### config.mk
export PLATFORM = sky130hd
export DESIGN_NAME = frame_sequencer
export DESIGN_NICKNAME = d
export VERILOG_FILES = /design/src/rtl/frame_sequencer.sv
export SDC_FILE = /design/constraint.sdc
export NUM_CORES = 1
export LEC_CHECK = 0
export BUFFER_PORTS_ARGS = -buffer_cell sky130_fd_sc_hd__buf_2
export CORE_MARGIN = 2
export CORE_UTILIZATION = 50
export DETAILED_ROUTE_END_ITERATION = 16
export HOLD_SLACK_MARGIN = 0.02
export MAX_ROUTING_LAYER = met4
export PLACE_DENSITY = 0.69
export SLEW_MARGIN = 0
export SYNTH_ARGS = -nofsm -noshare
export SYNTH_HDL_FRONTEND = slang
export SYNTH_SLANG_ARGS = --single-unit
### constraint.sdc
create_clock -name CLK -period 2.93 [get_ports CLK]
set_clock_uncertainty 0.2 [all_clocks]
set_input_delay 0.586 -clock CLK [delete_from_list [all_inputs] [get_ports CLK]]
set_output_delay 0.586 -clock CLK [all_outputs]
set_load 0.02 [all_outputs]
### src/rtl/frame_sequencer.sv
// rtl/frame_sequencer.sv - frame tick generator and one-at-a-time object update scheduler
// Optional watchdog: define SEQ_TIMEOUT_EN to enable per-object timeout and TIMEOUT_ERR.
module frame_sequencer #(
  parameter int NUM_OBJ        = 2,
  parameter int FRAME_CYCLES   = 833333,
  parameter int UPDATE_EVERY   = 2,
  parameter int TIMEOUT_CYCLES = 65536
) (
  input  logic               CLK,
  input  logic               RESET_N,
  input  logic [NUM_OBJ-1:0] DONE,
  input  logic [NUM_OBJ-1:0] EN_MASK,
  input  logic               PAUSE,
  output logic [NUM_OBJ-1:0] ACTIVE,
  output logic               FRAME_TICK,
  output logic               BUSY,
  output logic               OVERRUN,
  output logic               TIMEOUT_ERR
);

  localparam int FW = $clog2(FRAME_CYCLES);
  localparam int UW = (UPDATE_EVERY > 1) ? $clog2(UPDATE_EVERY) : 1;
  localparam logic [FW-1:0]      FRAME_LAST = FW'(FRAME_CYCLES - 1);
  localparam logic [UW-1:0]      UPD_LAST   = UW'(UPDATE_EVERY - 1);
  localparam logic [NUM_OBJ-1:0] ONE        = NUM_OBJ'(1);

  typedef enum logic {
    S_IDLE,
    S_RUN
  } state_t;

  state_t             r_state;
  logic [FW-1:0]      r_frame_cnt;
  logic [UW-1:0]      r_upd_cnt;
  logic [NUM_OBJ-1:0] r_mask;
  logic [NUM_OBJ-1:0] r_active;
  logic               r_busy;
  logic               r_overrun;

  logic               w_frame_tick;
  logic               w_update_start;
  logic               w_done_hit;
  logic               w_wd_fire;
  logic               w_advance;
  logic [NUM_OBJ-1:0] w_above;
  logic [NUM_OBJ-1:0] w_next;
  logic [NUM_OBJ-1:0] w_first;

  // Frame counter: counts down, tick on zero, reload to FRAME_CYCLES-1
  always_ff @(posedge CLK or negedge RESET_N) begin
    if (!RESET_N) begin
      r_frame_cnt <= FRAME_LAST;
    end else if (r_frame_cnt == '0) begin
      r_frame_cnt <= FRAME_LAST;
    end else begin
      r_frame_cnt <= r_frame_cnt - 1'b1;
    end
  end

  assign w_frame_tick = (r_frame_cnt == '0);

  // Update counter: frames modulo UPDATE_EVERY, advanced on each frame tick
  always_ff @(posedge CLK or negedge RESET_N) begin
    if (!RESET_N) begin
      r_upd_cnt <= '0;
    end else if (w_frame_tick) begin
      if (r_upd_cnt == UPD_LAST) begin
        r_upd_cnt <= '0;
      end else begin
        r_upd_cnt <= r_upd_cnt + 1'b1;
      end
    end
  end

  assign w_update_start = w_frame_tick && (r_upd_cnt == '0);

  // Only the active object's DONE bit matters; others are masked off here.
  assign w_done_hit = |(DONE & r_active);

  // Enabled objects strictly above the active one-hot bit, then isolate the lowest.
  assign w_above = r_mask & ~(r_active | (r_active - ONE));
  assign w_next  = w_above & (~w_above + ONE);
  assign w_first = EN_MASK & (~EN_MASK + ONE);

  assign w_advance = (r_state == S_RUN) && (w_done_hit || w_wd_fire);

`ifdef SEQ_TIMEOUT_EN
  localparam int WW = $clog2(TIMEOUT_CYCLES + 1);
  localparam logic [WW-1:0] WD_LAST = WW'(TIMEOUT_CYCLES - 1);

  logic [WW-1:0] r_wd_cnt;
  logic          r_timeout_err;

  // Firing on the last count keeps each stalled object active for exactly TIMEOUT_CYCLES cycles.
  assign w_wd_fire = (r_state == S_RUN) && !w_done_hit && (r_wd_cnt == WD_LAST);

  // Watchdog counter: restarts whenever ACTIVE changes, counts while running
  always_ff @(posedge CLK or negedge RESET_N) begin
    if (!RESET_N) begin
      r_wd_cnt <= '0;
    end else if (r_state != S_RUN || w_advance) begin
      r_wd_cnt <= '0;
    end else begin
      r_wd_cnt <= r_wd_cnt + 1'b1;
    end
  end

  // Sticky timeout flag
  always_ff @(posedge CLK or negedge RESET_N) begin
    if (!RESET_N) begin
      r_timeout_err <= 1'b0;
    end else if (w_wd_fire) begin
      r_timeout_err <= 1'b1;
    end
  end

  assign TIMEOUT_ERR = r_timeout_err;
`else
  assign w_wd_fire   = 1'b0;
  assign TIMEOUT_ERR = 1'b0;
`endif

  // Sequencer FSM: start on update frames, hand over object by object, flag overruns
  always_ff @(posedge CLK or negedge RESET_N) begin
    if (!RESET_N) begin
      r_state   <= S_IDLE;
      r_mask    <= '0;
      r_active  <= '0;
      r_busy    <= 1'b0;
      r_overrun <= 1'b0;
    end else begin
      case (r_state)
        S_IDLE: begin
          // A paused start is simply dropped; an empty mask is a legal no-op.
          if (w_update_start && !PAUSE) begin
            r_mask <= EN_MASK;
            if (EN_MASK != '0) begin
              r_state  <= S_RUN;
              r_active <= w_first;
              r_busy   <= 1'b1;
            end
          end
        end
        S_RUN: begin
          // The running sequence always completes; a colliding start is only recorded.
          if (w_update_start) begin
            r_overrun <= 1'b1;
          end
          if (w_advance) begin
            if (w_next != '0) begin
              r_active <= w_next;
            end else begin
              r_active <= '0;
              r_busy   <= 1'b0;
              r_state  <= S_IDLE;
            end
          end
        end
        default: begin
          r_state  <= S_IDLE;
          r_active <= '0;
          r_busy   <= 1'b0;
        end
      endcase
    end
  end

  assign ACTIVE     = r_active;
  assign BUSY       = r_busy;
  assign OVERRUN    = r_overrun;
  assign FRAME_TICK = w_frame_tick;

endmodule

# Word-level counts from Yosys, hierarchy flattened
# Index checks and enable logic that the tools add are counted.
[totals]
register_bits = 28
in_bits = 7
out_inout_bits = 6
wordCells = 55
[classes]
add_sub_neg = 5
n_eq_ne = 4
n_mux = 17
n_bitwise = 10
reduce_logical = 12
[op_table]
columns = ["cell", "count"]
rows = [
  ["logical NOT 20 bit", 1],
  ["2-to-1 mux 20 bit", 1],
  ["subtractor 20 x 1 -> 20 bit (second input constant)", 1],
  ["2-to-1 mux 1 bit", 9],
  ["bitwise AND 2 bit", 4],
  ["2-to-1 mux 2 bit", 4],
  ["inequality test 2 bit (second input constant)", 3],
  ["inverter 2 bit", 3],
  ["adder 2 x 1 -> 2 bit (second input constant)", 2],
  ["case mux 1 bit (2 select lines)", 2],
  ["case mux 2 bit (2 select lines)", 1],
  ["AND reduction 2 bit", 2],
  ["AND reduction 4 bit", 1],
  ["nonzero test 2 bit", 2],
  ["logical AND 1 bit", 3],
  ["AND reduction 3 bit", 1],
  ["inequality test 2 x 1 -> 1 bit (second input constant)", 1],
  ["inverter 1 bit", 2],
  ["bitwise OR 2 bit", 1],
  ["OR reduction 2 bit", 1],
  ["subtractor 2 x 1 -> 2 bit (second input constant)", 1],
  ["adder 1 bit (second input constant)", 1],
  ["logical NOT 1 bit", 1],
]

# Depth between registers and ports, before layout
# Gate-level depths: netlist (run 1).
[depth]
ltp_word = 11
depth_mapped = 7
mapped_depth_nobuf = 7

# Worst setup path before layout (run 1)
# OpenSTA, ideal clock, no wires.
[synth_timing]
path_type = "register to output"
startpoint = "reg r_frame_cnt[0]"
endpoint = "out FRAME_TICK"
arrival_ns = 1.544
required_time_ns = 2.144
slack_ns = 0.600
path_stages_with_launch = 7
n_path_buf = 0
cell_sequence = "dfrtp_1 -> inv_1 -> ha_1 -> nor3b_1 -> and4_1 -> nand2_1 -> inv_2"
[synth_between]
elab_chain_cells = 1
[synth_lines]
columns = ["item", "line", "text"]
rows = [
  ["from (decl)", "33", "logic [FW-1:0] r_frame_cnt;"],
  ["from (signal assigned)", "56", "r_frame_cnt <= r_frame_cnt - 1'b1;"],
  ["logical NOT 20 bit", "60", "assign w_frame_tick = (r_frame_cnt == '0);"],
  ["to (decl)", "15", "output logic FRAME_TICK,"],
]
# No other way between the ends.

# Worst setup path in the final report (run 1)
[layout_timing]
startpoint = "reg r_frame_cnt[13]"
endpoint = "out FRAME_TICK"
# The elaborated chain is that of the path after synthesis.

==> results.cfg, run 1 <==
[layout]
nets = 150
area_growth_pct = 9.66
drive_gt1_share_pct = 30.5
num_antenna_cells = 0
final_area_um2 = 1510
fillerInstances = 220

[job]
drv_cap = 0

[critical_path]
cp_top_family = simple AND/OR/NAND/NOR gates
crit_slowest_cell = nor4_4
reg2reg_setup_slack_ns = 0.75
worstPathRequired_ns = 2.14
cp_max_fo = 10
cp.arrival_ns = 1.99
r2r-end = ACTIVE[1]
cp_cell_sequence = nor4_4, and4_2, nand2_1, inv_4, buf_2
worstSetupPathType = register to output pin
reg2reg_depth = 7
critPathCaptureType = output pin
r2r_start = r_frame_cnt[0]
worst-path-buf-inv = 2
cpPeakStageDelay_ns = 0.44
cp-start-kind = register

[synth]
synth_edf_count = 0
synth_commonest_cells = 16 x dfrtp_1, 12 x nor2_1, 11 x dfstp_2
syn_nets = 135
synthTopCellsByArea = dfrtp_1 29%, dfstp_2 21%, xnor2_1 5.7%, nor3_1 3.3%, nor2_1 3.3%
ys_seq_area_share_pct = 50.2
ys_warn_count = 0
ys_ff_latch = 27
yosysMostFrequentCell = dfrtp_1
synth-async-reset-ratio_pct = 100
syn_avg_cell_area_um2 = 10.8
netlist.area_leader.share_pct = 29.2
yosys.cell_types.count = 47
yosysTopAreaCell = dfrtp_1
ys.flop_type = dfrtp_1
synthesis.area_um2 = 1370
syn_inst = 127

[clock_tree]
numCtsBuffers = 3
cts_tree = done
path_clk_slew_ns = 0.15
cts_resized = 0
ctsLongestPathBuffers = 2
cts.sinks = 27
insertion_delay_ns = 0.32
post_cts_buffers = 0
cts.hold.buffers_added = 0
h-tree-depth = 1
cts-root-buf = clkbuf_4

[die]
die_area_um2 = 3180
num_rows = 18
ioPinCount = 13
die_w_um = 56.4
core-area_um2 = 2540
fp.dieH_um = 56.4
start_util_pct = 53.9

[timing]
relSlewSlack_pct = 61.4
fin_crit_sh_pct = 94.7
rsz0062_at_grt = false
worst_slack_ns = 0.155
finalHoldViolations = 0
slew_violations = 0
tightest_slew_ns = 0.579
worst_hold_slack_ns = 0.0332
setup_viol = 0
fmax_mhz = 360
fin_setup_tns_ns = 0
fin_crit_ns = 2.77

[drt]
vias_per_cell = 5.59
drtPass1Iterations = 4
drt_iter0_drc = 27
route.detailed.drc = 0
wirelength_um = 2420
vias = 956
wire_per_inst_um = 14.1
ant_nets = 0

[global_routing]
grt_pass1_vias = 928
grtUsageTotal_pct = 17.3
grt_antenna_before_repair = 0
grt_max_degree = 28
overflow = 0
grt_pass1_wl_um = 4210

[power_and_ir_drop]
p_leak_nw = 0.661
powerDensity_nw_per_um2 = 394
max-vdd-ir-drop_mv = 0.311
p_total_w = 0.000593

[run_status]
status = complete, no violations

[placed_design]
dpl.hpwl_um = 1790
globalplace.congestion = 0.810
pre_cts_ws_ns = 0.443
placement.io_buffers = 11
dpl-instance-area_um2 = 1460

[worst_hold_path]
hold_path.class = input pin to async pin
-- worst register-to-register path, stage by stage, from the launching register on --
cell,delay [ns]
dfrtp_1,0.44
inv_1,0.07
ha_1,0.19
nor3b_2,0.19
buf_4,0.15
nand4_2,0.22
o31ai_2,0.28
mux2_1,0.35
-- final cells by class --
type,count,area [um^2],area share [%]
timing repair buffer,12,62.6,4.16
clock inverter,1,5.00,0.333
clock buffer,3,22.5,1.50
tap,30,37.5,2.49
sequential,27,689,45.8
multi-input combinational,91,659,43.8
inverter,7,28.8,1.91
-- where the power goes --
group,internal [W],switching (W),leakage (nW)
Combinational,0.0000150,0.0000269,0.311
Sequential,0.000381,0.00000760,0.332
Clock,0.0000511,0.000111,0.0177
-- cells by family after synthesis --
| logic type | share of synthesized area, % |
|---|---|
| xor+xnor | 7.02 |
| flops | 50.2 |
| buf+inv | 2.83 |
| mux | 2.28 |
| simple gates | 24.5 |
| other cells | 0.273 |
| compound gates | 11.9 |
| fa+ha+maj | 0.911 |
-- per-layer routing --
metal	up-vias	GRT usage, %	wire, um
li1	482	-	-
met1	463	24.7	1240
met2	9	25.2	1110
met3	2	3.00	56
met4	0	5.10	10
met5	-	-	0
-- layout by cell type (no fill, tap or decap), types with 2 or more instances in the layout --
cell type  instances
nand3_1            4
nor2_1            12
o21ai_0            4
or3_1              3
a21oi_1            3
nor3_1             9
inv_1              6
dfstp_2           11
nor4_4             3
clkbuf_4           3
xnor2_1            9
dfrtp_1           16
xor2_1             2
mux2i_1            2
a21o_1             2
buf_2             11
nand2_1            7
o31ai_1            3
-- state kept, by name, summed over array words and instances, names as in the netlist --
name / cells
r_mask: 1
ACTIVE: 2
r_frame_cnt: 20
r_upd_cnt: 1
OVERRUN: 1
BUSY: 1
r_state: 1
-- worst max-delay path by stage --
stage	from	endpoint	slack, ns	depth (start not counted)
finish	r_frame_cnt[13]	FRAME_TICK	0.16	5
global route	r_frame_cnt[13]	FRAME_TICK	0.02	5
CTS	r_frame_cnt[0]	FRAME_TICK	0.06	7
detailed placement	r_frame_cnt[0]	FRAME_TICK	0.44	7
global placement	r_frame_cnt[0]	FRAME_TICK	0.48	7
floorplan	r_frame_cnt[0]	FRAME_TICK	0.60	6
-- metrics by stage --
stage          cells  utilization, %
3_3_place_gp     167            57.4
5_1_grt          171            59.1
6_report         171            59.1
3_5_place_dp     167            57.4
2_1_floorplan    127               -
4_1_cts          171            58.5
No activity file was read; power rests on OpenSTA's default activity.
==> inputs of run 2 (changes only) <==
Settings changed: PLACE_DENSITY 0.69 to 0.72.
Clock period 2.93 ns to 2.35 ns, I/O delays scaled along.
==> results.cfg, run 2 (synthesis gave the netlist of run 1 again) <==
[critical_path]
cp-startpoint = r_frame_cnt[1]
cp-start-kind = register
cp_cell_sequence = inv_2, ha_4, nor3b_4, and4_4, nand2_4, inv_2, buf_6
crit_slowest_cell = dfrtp_1
cp.arrival_ns = 1.64
critPathMostFrequentCell = inv_2
r2r_start = r_frame_cnt[1]
critPathCaptureType = output pin
cp_max_fo = 2
cpPeakStageDelay_ns = 0.41
worstSetupPathType = register to output pin
worstPathRequired_ns = 1.68
reg2reg_setup_slack_ns = 0.14

[clock_tree]
numCtsBuffers = 3
insertion_delay_ns = 0.34
ctsLongestPathBuffers = 2
cts.sinks = 27
cts-root-buf = clkbuf_4
cts_tree = done
h-tree-depth = 1
path_clk_slew_ns = 0.16

[drt]
vias_per_cell = 5.62
ant_nets = 0
wirelength_um = 2610
route.detailed.drc = 0
drt_iter0_drc = 52
wire_per_inst_um = 14.1
vias = 1039
drtPass1Iterations = 4

[timing]
slew_violations = 0
tightest_slew_ns = 0.580
rsz0062_at_grt = true
relSlewSlack_pct = 61.3
setup_viol = 0
fmax_mhz = 433
fin_crit_sh_pct = 98.2
fin_crit_ns = 2.31
finalHoldViolations = 0

[layout]
drive_gt1_share_pct = 40.0
final_cell_mix = 16 x dfrtp_1, 14 x buf_4, 12 x nor2_1
final_common_cell = dfrtp_1
largest_reg_flops = 20
area_growth_pct = 20.7
top_register = r_frame_cnt
fin_util_pct = 65.1
nets = 164
final_area_um2 = 1660
num_antenna_cells = 0
fillerInstances = 194

[die]
core-area_um2 = 2540
start_util_pct = 53.9
die_w_um = 56.4
ioPinCount = 13
fp.dieH_um = 56.4
num_rows = 18
die_area_um2 = 3180

[global_routing]
grt_pass1_wl_um = 4550
grt_antenna_before_repair = 0
grt_pass1_vias = 1017
grt_max_degree = 28
overflow = 0
grtUsageTotal_pct = 18.4

[run_status]
status = complete, no violations

[power_and_ir_drop]
powerDensity_nw_per_um2 = 450
p_leak_nw = 0.749
max-vdd-ir-drop_mv = 0.420

[job]
drv_cap = 0

[placed_design]
placement.io_buffers = 11
globalplace.congestion = 0.805
dpl-instance-area_um2 = 1500
dpl.hpwl_um = 1830

[worst_hold_path]
min-delay-start = EN_MASK[0]
hold_path.class = input pin to register
==> run 2: what timing repair did <==
action	4_1_cts	5_1_grt
resized for setup	9	5
hold endpoints to repair	16	0
setup endpoints to repair	1	1
hold buffers	1	0
setup buffers	4	4
pin swaps	0	1
==> run 2: power breakdown <==
group	leakage, nW	switching [W]	internal (W)	total (W)
registers	0.332	0.00000840	0.000475	0.000483
logic	0.403	0.0000337	0.0000198	0.0000535
clock network	0.0139	0.000144	0.0000653	0.000209
total	0.749	0.000186	0.000560	0.000746
==> run 2: metrics by stage <==
step	power, W	setup slack, ns	std cells	TNS, ns	hold WS [ns]
2_1_floorplan	0.000519	0.136	127	0	-0.0256
3_3_place_gp	0.000544	0.273	172	0	0.251
3_5_place_dp	0.000545	0.180	172	0	0.258
4_1_cts	0.000753	0.00969	181	0	0.204
5_1_grt	0.000779	-0.0305	185	-0.0305	0.209
6_report	0.000746	0.0422	185	0	0.215
==> run 2: per-layer routing <==
metal,GRT usage (%),part of all wire [%]
met5,-,0
met1,22.8,48
met2,30.6,49
met3,2.76,1.8
met4,6.46,1.3
==> run 2: area by class of cell <==
type | instances | area, um^2 | share of cell area [%]
clock buffer | 3 | 22.5 | 1.36
tap | 30 | 37.5 | 2.27
timing repair buffer | 26 | 176 | 10.6
clock inverter | 1 | 7.51 | 0.453
inverter | 7 | 26.3 | 1.59
sequential | 27 | 689 | 41.6
multi-input combinational | 91 | 697 | 42.1
==> run 2: worst paths after layout <==
check / endpoint / cells past startpoint
setup reg to reg: r_frame_cnt[9] / 5
max in group asynchronous: r_frame_cnt[15] / 2
hold / removal: ACTIVE[0] / 3
hold reg to reg: r_mask[1] / 1
setup / recovery: FRAME_TICK / 7
min in group asynchronous: r_frame_cnt[11] / 2
==> run 2: worst max-delay path, delay by kind of cell, from the launching register on <==
kind                       cells  cell delay, ns
adders and majority gates      1            0.13
buffers and inverters          3            0.25
DFF                            1            0.41
and+or+nand+nor                3            0.52
